[config.mk]
export PLATFORM = sky130hd
export DESIGN_NAME = spi_real_flat
export DESIGN_NICKNAME = d
export VERILOG_FILES = /design/src/rtl/spi_real_if.sv /design/src/rtl/spi_real.sv /design/src/flat_wrapper.sv
export SDC_FILE = /design/constraint.sdc
export NUM_CORES = 1
export LEC_CHECK = 0
export ABC_AREA = 0
export BUFFER_PORTS_ARGS = -buffer_cell sky130_fd_sc_hd__buf_4
export CAP_MARGIN = 0
export CORE_MARGIN = 1
export CORE_UTILIZATION = 47
export CTS_CLUSTER_DIAMETER = 100
export DETAILED_ROUTE_END_ITERATION = 6
export GPL_ROUTABILITY_DRIVEN = 0
export GPL_TIMING_DRIVEN = 0
export PLACE_DENSITY = 0.72
export SLEW_MARGIN = 20
export SYNTH_ARGS = -nofsm -noshare
export SYNTH_HDL_FRONTEND = slang
export SYNTH_SLANG_ARGS = --single-unit
[constraint.sdc]
create_clock -name sclk -period 1.6 [get_ports sclk]
set_input_delay 0.32 -clock sclk [delete_from_list [all_inputs] [get_ports sclk]]
set_output_delay 0.32 -clock sclk [all_outputs]
set_load 0.05 [all_outputs]
[src/rtl/spi_real_if.sv]
// Bus bundle for the write-only serial configuration port: serial data in, config state out.
// The controller side drives serial_in; the port side drives the config outputs.
interface spi_real_if;
    logic       serial_in;
    logic [7:0] load_cnt_ser;
    logic [2:0] select_reg;
    logic [7:0] trigger_channel_mask;
    logic [7:0] instruction;
    logic [7:0] mode;

    modport master (
        output serial_in,
        input  load_cnt_ser, select_reg, trigger_channel_mask, instruction, mode
    );

    modport slave (
        input  serial_in,
        output load_cnt_ser, select_reg, trigger_channel_mask, instruction, mode
    );
endinterface

[src/rtl/spi_real.sv]
// Write-only serial config port: LSB-first bytes on sclk, first byte selects a register
// address, following bytes write config registers with address auto-increment.
module spi_real (
    input logic       sclk,
    input logic       rst,
    spi_real_if.slave bus
);
    typedef enum logic {S_ADDR, S_DATA} state_t;

    state_t     state, state_nxt;
    logic [7:0] shift_q;
    logic [2:0] bit_cnt;
    logic [7:0] byte_val;
    logic       byte_done;

    logic [2:0] select_nxt;
    logic [7:0] cnt_nxt;
    logic [7:0] mask_nxt;
    logic [7:0] instr_nxt;
    logic [7:0] mode_nxt;

    // The byte completing on this edge includes the bit being sampled right now.
    assign byte_val  = {bus.serial_in, shift_q[7:1]};
    assign byte_done = (bit_cnt == 3'd7);

    always_comb begin
        state_nxt  = state;
        select_nxt = bus.select_reg;
        cnt_nxt    = bus.load_cnt_ser;
        mask_nxt   = bus.trigger_channel_mask;
        instr_nxt  = bus.instruction;
        mode_nxt   = bus.mode;
        if (byte_done) begin
            case (state)
                S_ADDR: begin
                    select_nxt = byte_val[2:0];
                    state_nxt  = S_DATA;
                end
                S_DATA: begin
                    // Addresses 0 and 4-7 have no register; the byte is still counted.
                    case (bus.select_reg)
                        3'd1:    mask_nxt  = byte_val;
                        3'd2:    instr_nxt = byte_val;
                        3'd3:    mode_nxt  = byte_val;
                        default: ;
                    endcase
                    select_nxt = bus.select_reg + 3'd1;
                    cnt_nxt    = bus.load_cnt_ser + 8'd1;
                end
                default: state_nxt = S_ADDR;
            endcase
        end
    end

    always_ff @(posedge sclk or posedge rst) begin
        if (rst) begin
            state                    <= S_ADDR;
            shift_q                  <= 8'd0;
            bit_cnt                  <= 3'd0;
            bus.select_reg           <= 3'd0;
            bus.load_cnt_ser         <= 8'd0;
            bus.trigger_channel_mask <= 8'd0;
            bus.instruction          <= 8'd0;
            bus.mode                 <= 8'd0;
        end else begin
            state                    <= state_nxt;
            shift_q                  <= byte_val;
            bit_cnt                  <= bit_cnt + 3'd1;
            bus.select_reg           <= select_nxt;
            bus.load_cnt_ser         <= cnt_nxt;
            bus.trigger_channel_mask <= mask_nxt;
            bus.instruction          <= instr_nxt;
            bus.mode                 <= mode_nxt;
        end
    end
endmodule

[src/flat_wrapper.sv]
// flat-port wrapper written by rule: the top's interface ports become plain ports
module spi_real_flat 
  (sclk, rst, bus_serial_in, bus_load_cnt_ser, bus_select_reg, bus_trigger_channel_mask, bus_instruction, bus_mode);
  spi_real_if bus_i ();
  input logic sclk;
  input logic rst;
  input wire logic [$bits(bus_i.serial_in)-1:0] bus_serial_in;
  output wire logic [$bits(bus_i.load_cnt_ser)-1:0] bus_load_cnt_ser;
  output wire logic [$bits(bus_i.select_reg)-1:0] bus_select_reg;
  output wire logic [$bits(bus_i.trigger_channel_mask)-1:0] bus_trigger_channel_mask;
  output wire logic [$bits(bus_i.instruction)-1:0] bus_instruction;
  output wire logic [$bits(bus_i.mode)-1:0] bus_mode;
  assign bus_i.serial_in = bus_serial_in;
  assign bus_load_cnt_ser = bus_i.load_cnt_ser;
  assign bus_select_reg = bus_i.select_reg;
  assign bus_trigger_channel_mask = bus_i.trigger_channel_mask;
  assign bus_instruction = bus_i.instruction;
  assign bus_mode = bus_i.mode;
  spi_real u_core (.sclk(sclk), .rst(rst), .bus(bus_i));
endmodule
Word-level counts from Yosys, hierarchy flattened --
Index checks and enable logic that the tools add are counted. W data, S select, Z words.
Cells by class: reduce and logical (&&, ||, !) cells 4, eq/ne operators 4, mux-type cells 1, bitwise operators 1, add/subtract/negate cells 3
Operators by type and width (count):
- $reduce_and A3 Y1 | 3
- $add A8 B1 Y8 const B | 1
- $add A3 B1 Y3 const B | 2
- $eq A3 B2 Y1 const B | 2
- $pmux W3 S2 | 1
- $eq A3 B1 Y1 const B | 1
- $eq A3 B3 Y1 const B | 1
- $reduce_and A2 Y1 | 1
- $not A1 Y1 | 1
Storage, ports and cells: output and inout bits 35, input bits 3, register bits 47, word-level logic and storage cells 21

Depth between registers and ports, before layout --
Gate-level depths: netlist of the first run.
depth after elaboration 2, mapped depth 6, depth with buffers taken out 5

Worst setup path after synthesis of the first run --
OpenSTA, ideal clock, no wires.
path kind register to register, from register u_core.bus.select_reg[0], to register u_core.bus.mode[0], setup slack -0.032 ns, data required time 1.475 ns, clock period less this slack 1.632 ns, cell stages (with the launch flop) 5, arrival 1.507 ns, path through dfrtp_1 > ha_1 > ha_1 > nand2_8 > mux2_2
Between the ends: word-level cells in the longest chain between the ends 2
Ends and longest elaborated chain:
- start, declared | line spi_real_if.sv:18 | output load_cnt_ser, select_reg, trigger_channel_mask, instruction, mode
- start signal, assigned | line spi_real.sv:69 | bus.select_reg <= select_nxt;
- $eq A3 B2 Y1 | line spi_real.sv:41 | case (bus.select_reg)
- $reduce_and A3 Y1 (no line)
- end signal, assigned | line spi_real.sv:73 | bus.mode <= mode_nxt;
- end, declared | line spi_real_if.sv:18
Every way passes these cells. A chain may end at the register's enable or synchronous reset.

Worst setup path in the final report of the first run --
from register u_core.bit_cnt[0], to register u_core.bus.mode[4]
Between the ends: word-level cells in the longest chain between the ends 2
Ends and longest elaborated chain:
- start, declared | line spi_real.sv:12 | logic [2:0] bit_cnt;
- start signal, assigned | line spi_real.sv:68 | bit_cnt <= bit_cnt + 3'd1;
- $eq A3 B3 Y1 | line spi_real.sv:24 | assign byte_done = (bit_cnt == 3'd7);
- $reduce_and A3 Y1 (no line)
Every way passes these cells.

==> run summary, run 1 <==
status: finished, violations left
failing checks: negative setup slack
WS Path Type: register to register
worst skew pair latency: 0.29 ns
drt pass-1 iters: 4
CP bufs+invs: 1
detailed placement HPWL: 2.221 mm
largest net degree at the start of global routing: 27
TritonCTS Sinks: 46
most used cell along the critical path: ha_4
Die X-Extent: 63.49 um
nets: 175
most frequent cells in the layout: buf_4 (43), dfrtp_1 (43), mux2_2 (24), xnor2_1 (6), clkbuf_8 (6)
VDD IR max: 1.246 mV
Power Density: 1435 nW/um^2
Post-DRT Antenna Nets: 0
Slew Limit Fails: 0
WL per Instance: 14.98 um
initial DRC count: 40
Synth-to-Final Area Change: 30.35%
routed vias: 1059
Slowest-stage cell, CP: dfrtp_1
clk buf depth: 2
Max Clock Freq: 0.6209 GHz
initial antenna violation count: 0
Via density: 4.995
crit start category: register
htree depth: 2
Syn Area/Cell: 15.59 sq um
overall routed net length: 3.176 mm
first-pass GRT wire length: 5.106 mm
crit end category: register
Final min period: 1.610 ns
Arr. time, crit path: 1.79 ns
slowest stage delay, CP: 0.42 ns
root buf cell: clkbuf_8
Yosys Warn Count: 0
Worst Path Max Fanout: 8
Final Hold Viols: 0
Post-Synthesis Cells: 114
clk_skew: 0.007077 ns
fin util: 66.77%
Power, Total: 0.003324 W
die area: 4030 sq um
layout cells sized above 1: 53.61%
vias in the first global route: 1080
Tcrit/Tclk final: 100.7%
Synth top area share: 64.79%
# rows: 21
Die H: 63.49 um
# hold bufs at CTS: 0
Slew @ Worst Pin: 0.4930 ns
Max transition margin: 67.09%
pre-CTS WS: -0.09383 ns
core box area: 3468 sq um
final setup vio count: 9
Post-Syn Area: 1777 sq um
overall routing resource usage: 17.16%
post-synth top area cell: dfrtp_1
Clk pin slew, worst setup/hold paths: 0.07 ns
number of CTS-inserted buffers: 5
# port buffers: 37
RR Startpoint: u_core.bit_cnt[0]
Starting Density: 51.23%
Synth area leaders: dfrtp_1 (65%), mux2_2 (16%), ha_1 (4.9%), xnor2_1 (3.0%), buf_12 (1.1%)
post-synthesis sequential area ratio: 64.79%
CP top delay family: flip-flops
hold crit path type: primary input to asynchronous set/reset pin
total gr overflow: 0
I/O pins: 38
crit-path cells: ha_4, ha_4, and2_4, buf_12, nand2_8, mux2_2
Leakage: 1.137 nW
crit path from: u_core.bit_cnt[0]
max cap viols: 0
RSZ-0062 raised after global routing: yes
antenna diode count: 0
#FFs+latches synth: 46
Distinct cells, synth: 18
Critical Path RT: 1.78 ns
Syn Nets: 124
# DRC: 0
CTS tree: done
fin worst setup slack: -0.01045 ns
cells in the mapped netlist, drive strengths merged:
cell    instances
dfrtp          46
mux2           25
ha              7
nand2           6
xnor2           6
inv             5
and3            3
nand4           3
o21ai           3
nand3           2
o211ai          2
a21oi           1
and2            1
and3b           1
buf             1
or2             1
xor2            1
logic make-up after synthesis:
kind of cell,Yosys count,share of synthesized area [%]
flip-flops,46,64.79
AO/OA/AOI/OAI,6,1.971
buffers and inverters,6,2.183
AND/OR/NAND/NOR,17,6.832
multiplexers,25,15.85
adder cells (fa/ha/maj),7,4.929
XOR/XNOR,7,3.451
layer usage:
layer  routed length [um]  global-route usage [%]  vias to the layer above
met5                    0                       0                        -
met2                 1582                   28.59                       38
met1                 1362                   20.12                      522
met4                   38                   6.818                        0
met3                  193                   5.978                        5
li1                     -                       -                      494
final timing paths:
path / slack (ns) / cells past startpoint / end
worst max register to register: -0.01 / 6 / u_core.bus.mode[4]
max in group asynchronous: 1.06 / 3 / u_core.bus.select_reg[1]
worst min register to register: 0.43 / 0 / u_core.shift_q[6]
min in group sclk: 0.16 / 1 / u_core.shift_q[7]
worst max-delay path: -0.01 / 6 / u_core.bus.mode[4]
worst min-delay path: 0.05 / 2 / u_core.bus.load_cnt_ser[4]
what timing repair did:
action | CTS | global route
endpoints found under the setup margin | 24 | 24
pin swaps | 2 | 2
setup buffers | 2 | 4
resized for setup | 2 | 3
hold endpoints to repair | 0 | 0
metrics by stage:
stage | hold slack, ns | std cells | TNS [ns] | area, sq um
floorplan | 0.3514 | 114 | 0 | 1783
global placement | 0.3984 | 197 | -14.30 | 2118
detailed placement | 0.3749 | 198 | -1.970 | 2146
CTS | 0.05411 | 208 | -0.01298 | 2265
global route | 0.07850 | 212 | -0.7688 | 2316
finish | 0.05426 | 212 | -0.05416 | 2316
worst register-to-register path: cells and delay by family, from the launching register on:
kind | cells | cell delay [ns]
flops | 1 | 0.42
mux | 1 | 0.34
fa+ha+maj | 2 | 0.34
simple gates | 2 | 0.26
buf+inv | 1 | 0.14
where the power goes:
part / internal, W / leakage (nW) / switching [W] / total [W]
Sequential: 0.00135 / 0.568 / 0.000105 / 0.00145
Clock: 0.000348 / 0.0482 / 0.000354 / 0.000702
Combinational: 0.000366 / 0.521 / 0.000806 / 0.00117
cell type report:
cell class | instances | area, sq um
Sequential cell | 46 | 1155
Fill cell | 271 | 1152
Multi-Input combinational cell | 62 | 623.1
Timing Repair Buffer | 44 | 350.3
Clock buffer | 7 | 86.33
Tap cell | 46 | 57.56
Buffer | 1 | 20.02
Inverter | 5 | 18.77
Clock inverter | 1 | 5.005
Power figures use the tool's default switching activity.
==> run 2: changes to the inputs <==
--- a/config.mk
+++ b/config.mk
@@ -7,14 +7,14 @@
 export LEC_CHECK = 0
 export ABC_AREA = 0
 export BUFFER_PORTS_ARGS = -buffer_cell sky130_fd_sc_hd__buf_4
-export CAP_MARGIN = 0
+export CAP_MARGIN = 10
 export CORE_MARGIN = 1
-export CORE_UTILIZATION = 47
+export CORE_UTILIZATION = 53
 export CTS_CLUSTER_DIAMETER = 100
 export DETAILED_ROUTE_END_ITERATION = 6
 export GPL_ROUTABILITY_DRIVEN = 0
 export GPL_TIMING_DRIVEN = 0
-export PLACE_DENSITY = 0.72
+export PLACE_DENSITY = 0.77
 export SLEW_MARGIN = 20
 export SYNTH_ARGS = -nofsm -noshare
 export SYNTH_HDL_FRONTEND = slang
==> constraint.sdc (replaced) <==
create_clock -name sclk -period 1.7 [get_ports sclk]
set_input_delay 0.34 -clock sclk [delete_from_list [all_inputs] [get_ports sclk]]
set_output_delay 0.34 -clock sclk [all_outputs]
set_load 0.05 [all_outputs]
==> run summary, run 2 (same netlist as run 1, synthesis figures left out) <==
Max Clock Freq: 0.6082 GHz (-2.1%)
Max transition margin: 81.39% (+14 points)
most frequent cells in the layout: dfrtp_1 (46), buf_4 (37), mux2_2 (25), xnor2_1 (6)
routed vias: 1054 (-0.47%)
core box area: 3128 sq um (-9.8%)
hold crit path type: primary input to register
drt pass-1 iters: 2 (-2)
clk buf depth: 2 (unchanged)
nets: 170 (-2.9%)
initial antenna violation count: 0 (unchanged)
root buf cell: clkbuf_4
Clk pin slew, worst setup/hold paths: 0.12 ns (+0.05 ns)
# DRC: 0 (unchanged)
worst skew pair latency: 0.34 ns (+0.05 ns)
Final min period: 1.644 ns (+0.03388 ns)
Die X-Extent: 59.90 um (-5.6%)
RSZ-0062 raised after global routing: no
final setup vio count: 0 (-9)
Final Hold Viols: 0 (unchanged)
Critical Path RT: 1.94 ns (+0.16 ns)
post-route setup TNS: 0 ns (+0.05416 ns)
antenna diode count: 0 (unchanged)
Leakage: 1.095 nW (-3.8%)
VDD IR max: 1.043 mV (-16%)
hold slack: 0.1157 ns (+0.06148 ns)
Die H: 59.90 um (-5.6%)
largest net degree at the start of global routing: 37 (+37%)
overall routing resource usage: 19.39% (+2.2 points)
# port buffers: 37 (unchanged)
crit start category: register
total gr overflow: 0 (unchanged)
Post-DRT Antenna Nets: 0 (unchanged)
clk_skew: 0.003553 ns (-0.003524 ns)
pre-CTS WS: -0.04226 ns (+0.05157 ns)
Via density: 5.141 (+2.9%)
Slew @ Worst Pin: 0.2788 ns (-0.2142 ns)
# rows: 20 (-4.8%)
htree depth: 2 (unchanged)
WL per Instance: 14.89 um (-0.62%)
crit-path cells: ha_2, ha_4, and2_4, buf_12, nand2_8, mux2_2
status: finished, final reports clean
Arr. time, crit path: 1.88 ns (+0.09 ns)
TritonCTS Sinks: 46 (unchanged)
number of CTS-inserted buffers: 5 (unchanged)
detailed placement HPWL: 2.132 mm (-4.0%)
die area: 3588 sq um (-11%)
slowest stage delay, CP: 0.40 ns (-0.02 ns)
initial DRC count: 39 (-2.5%)
Slowest-stage cell, CP: dfrtp_1
fin util: 71.40% (+4.6 points)
Synth-to-Final Area Change: 25.70%
Tcrit/Tclk final: 96.73% (-3.9 points)
vias in the first global route: 1071 (-0.83%)
layout cells sized above 1: 49.69% (-3.9 points)
Power Density: 1384 nW/um^2 (-3.5%)
first-pass GRT wire length: 5.030 mm (-1.5%)
Worst Path Max Fanout: 10 (+2)
crit end category: register
WS Path Type: register to register
fin worst setup slack: 0.05567 ns (+0.06612 ns)
overall routed net length: 3.052 mm (-3.9%)
CTS tree: done
I/O pins: 38 (unchanged)
Slew Limit Fails: 0 (unchanged)
max cap viols: 0 (unchanged)
Starting Density: 56.80% (+5.6 points)
commonest non-fill, non-tap cell in the layout: dfrtp_1
run 2: what timing repair did:
item / CTS / global route
hold buffers: 1 / 0
resized for setup: 1 / 2
setup endpoints to repair: 24 / 24
buffers inserted: 0 / 0
endpoints found under the hold margin: 10 / 0
run 2: worst max-delay path: cells and delay by family, from the launching register on:
family / cells / cell delay (ns)
fa+ha+maj: 2 / 0.39
buf+inv: 1 / 0.14
mux: 1 / 0.34
flops: 1 / 0.40
simple gates: 2 / 0.26
run 2: layout make-up:
cell class	instances	area [sq um]
clock inverters	2	37.54
plain buffers	1	20.02
well taps	44	55.05
flip-flops and latches	46	1151
fillers	221	894.6
repair buffers	39	307.8
clock buffers	6	41.29
multi-input cells	62	601.8
inverters	5	18.77
run 2: layer usage:
| layer | share of wire [%] | wire length (um) | track usage (%) |
|---|---|---|---|
| met5 | 0 | 0 | 0 |
| met4 | 1.5 | 45 | 7.973 |
| met3 | 3.8 | 117 | 4.978 |
| met2 | 52 | 1592 | 31.27 |
| met1 | 42 | 1296 | 24.96 |
run 2: stage by stage:
step / total power (W) / instance area, sq um / cells
after detailed placement: 0.002485 / 2130 / 196
after floorplan: 0.002140 / 1777 / 114
after global placement: 0.002446 / 2110 / 195
after global routing: 0.003236 / 2233 / 205
final: 0.003092 / 2233 / 205
after CTS: 0.003118 / 2221 / 205
run 2: worst paths after layout:
kind | from | endpoint | slack (ns) | cells past startpoint
max reg2reg | u_core.bit_cnt[0] | u_core.bus.mode[2] | 0.06 | 6
max | u_core.bit_cnt[0] | u_core.bus.mode[2] | 0.06 | 6
min in group asynchronous | rst | u_core.bus.load_cnt_ser[0] | 0.47 | 3
min | bus_serial_in | u_core.shift_q[7] | 0.12 | 1
max in group asynchronous | rst | u_core.bus.instruction[5] | 0.78 | 4
min reg2reg | u_core.shift_q[5] | u_core.shift_q[4] | 0.43 | 0
run 2: report_power, final:
part	total, W	internal, W	leakage (nW)	switching [W]
clock	0.000635	0.000310	0.0385	0.000324
sequential	0.00136	0.00126	0.571	0.000101
combinational	0.00109	0.000339	0.485	0.000756
==> run 3: changes to the inputs <==
--- a/config.mk
+++ b/config.mk
@@ -15,6 +15,7 @@
 export GPL_ROUTABILITY_DRIVEN = 0
 export GPL_TIMING_DRIVEN = 0
 export PLACE_DENSITY = 0.77
+export RECOVER_POWER = 25
 export SLEW_MARGIN = 20
 export SYNTH_ARGS = -nofsm -noshare
 export SYNTH_HDL_FRONTEND = slang
==> run summary, run 3 (same netlist as run 1, synthesis figures left out) <==
die area: 3588 sq um (unchanged)
# port buffers: 37 (unchanged)
VDD IR max: 1.043 mV (about the same)
Final Hold Viols: 0 (unchanged)
most frequent cells in the layout: dfrtp_1 (46), buf_4 (35), mux2_2 (25), xnor2_1 (6), clkbuf_4 (6)
max cap viols: 0 (unchanged)
Via density: 5.146 (about the same)
crit-path cells: ha_2, ha_4, and2_4, buf_12, nand2_8, mux2_2
CTS tree: done
hold slack: 0.1387 ns (+0.02300 ns)
detailed placement HPWL: 2.132 mm (unchanged)
Die X-Extent: 59.90 um (unchanged)
nets: 170 (unchanged)
crit start category: register
vias in the first global route: 1071 (unchanged)
RSZ-0062 raised after global routing: no
clk_skew: 0.003405 ns (-0.0001478 ns)
layout cells sized above 1: 48.45% (-1.2 points)
Power, Total: 0.003091 W (about the same)
overall routing resource usage: 19.39% (unchanged)
Slew Limit Fails: 0 (unchanged)
core box area: 3128 sq um (unchanged)
routed vias: 1055 (+0.095%)
Arr. time, crit path: 1.89 ns (about the same)
htree depth: 2 (unchanged)
WS Path Type: register to register
root buf cell: clkbuf_4
antenna diode count: 0 (unchanged)
CP bufs+invs: 1 (unchanged)
largest net degree at the start of global routing: 37 (unchanged)
# rows: 20 (unchanged)
RR Startpoint: u_core.bit_cnt[0]
Critical Path RT: 1.94 ns (about the same)
first-pass GRT wire length: 5.030 mm (unchanged)
Leakage: 1.092 nW (-0.25%)
fillcell total: 223 (+0.90%)
Hold EP: u_core.shift_q[7]
CP top delay family: flip-flops
status: finished, final reports clean
commonest non-fill, non-tap cell in the layout: dfrtp_1
clk buf depth: 2 (unchanged)
total gr overflow: 0 (unchanged)
final setup vio count: 0 (unchanged)
Hold Startpoint: bus_serial_in
initial DRC count: 41 (+5.1%)
initial antenna violation count: 0 (unchanged)
Worst Hold Depth: 1 (unchanged)
worst skew pair latency: 0.34 ns (about the same)
hold crit path type: primary input to register
crit end category: register
Synth-to-Final Area Change: 25.49%
Slowest-stage cell, CP: dfrtp_1
Worst Path Max Fanout: 10 (unchanged)
post-route setup TNS: 0 ns (unchanged)
drt pass-1 iters: 2 (unchanged)
r2r worst-path depth: 6 (unchanged)
TritonCTS Sinks: 46 (unchanged)
Power Density: 1386 nW/um^2 (+0.12%)
Slew @ Worst Pin: 0.4726 ns (+0.1938 ns)
# DRC: 0 (unchanged)
WL per Instance: 14.90 um (about the same)
Clk pin slew, worst setup/hold paths: 0.12 ns (about the same)
R2R Setup Slk: 0.06 ns (about the same)
FF-to-FF End: u_core.bus.mode[2]
Max transition margin: 68.46% (-13 points)
Post-DRT Antenna Nets: 0 (unchanged)
Starting Density: 56.80% (unchanged)
Tcrit/Tclk final: 96.74% (about the same)
I/O pins: 38 (unchanged)
slowest stage delay, CP: 0.40 ns (about the same)
number of CTS-inserted buffers: 5 (unchanged)
Max Clock Freq: 0.6080 GHz (about the same)
overall routed net length: 3.055 mm (about the same)
Final min period: 1.645 ns (+0.0002956 ns)
Die H: 59.90 um (unchanged)
[run 3: how the worst max path moves through the flow]
stage / startpoint / end / depth (start not counted)
finish: u_core.bit_cnt[0] / u_core.bus.mode[2] / 6
global route: u_core.bit_cnt[0] / u_core.bus.instruction[2] / 5
CTS: u_core.bit_cnt[0] / u_core.bus.mode[2] / 6
detailed placement: u_core.bit_cnt[0] / u_core.bus.mode[2] / 6
global placement: rst / u_core.bus.trigger_channel_mask[0] / 2
floorplan: u_core.bus.select_reg[0] / u_core.bus.mode[0] / 4
[run 3: timing repair]
item,CTS,global route
hold buffers,1,0
endpoints found under the hold margin,10,0
endpoints found under the setup margin,24,24
setup buffers,0,0
gates resized for setup,1,2
[run 3: layer usage]
layer / wire [um] / GRT usage (%)
met1: 1307 / 24.96
met2: 1587 / 31.27
met3: 115 / 4.978
met4: 45 / 7.973
met5: 0 / 0
[run 3: where the power goes]
group / internal (W) / switching [W]
clock network: 0.000310 / 0.000324
logic: 0.000338 / 0.000756
registers: 0.00126 / 0.000101
total: 0.00191 / 0.00118
[run 3: layout make-up]
type	instances	area, sq um	area share (%)
timing repair buffer	39	304.0	13.64
clock inverter	2	37.54	1.684
clock buffer	6	41.29	1.852
inverter	5	18.77	0.8418
sequential	46	1151	51.63
tap	44	55.05	2.469
buffer	1	20.02	0.8979
multi-input combinational	62	601.8	26.99
[run 3: per-stage QoR]
stage                     instances  utilization [%]  worst slack [ns]  instance area, sq um
after floorplan                 114                -           0.06787                  1777
after global placement          195            67.44           -0.1627                  2110
after detailed placement        196            68.08          -0.04226                  2130
after CTS                       205            71.00          0.009097                  2221
after global routing            205            71.28          0.001190                  2230
final                           205            71.28           0.05537                  2230
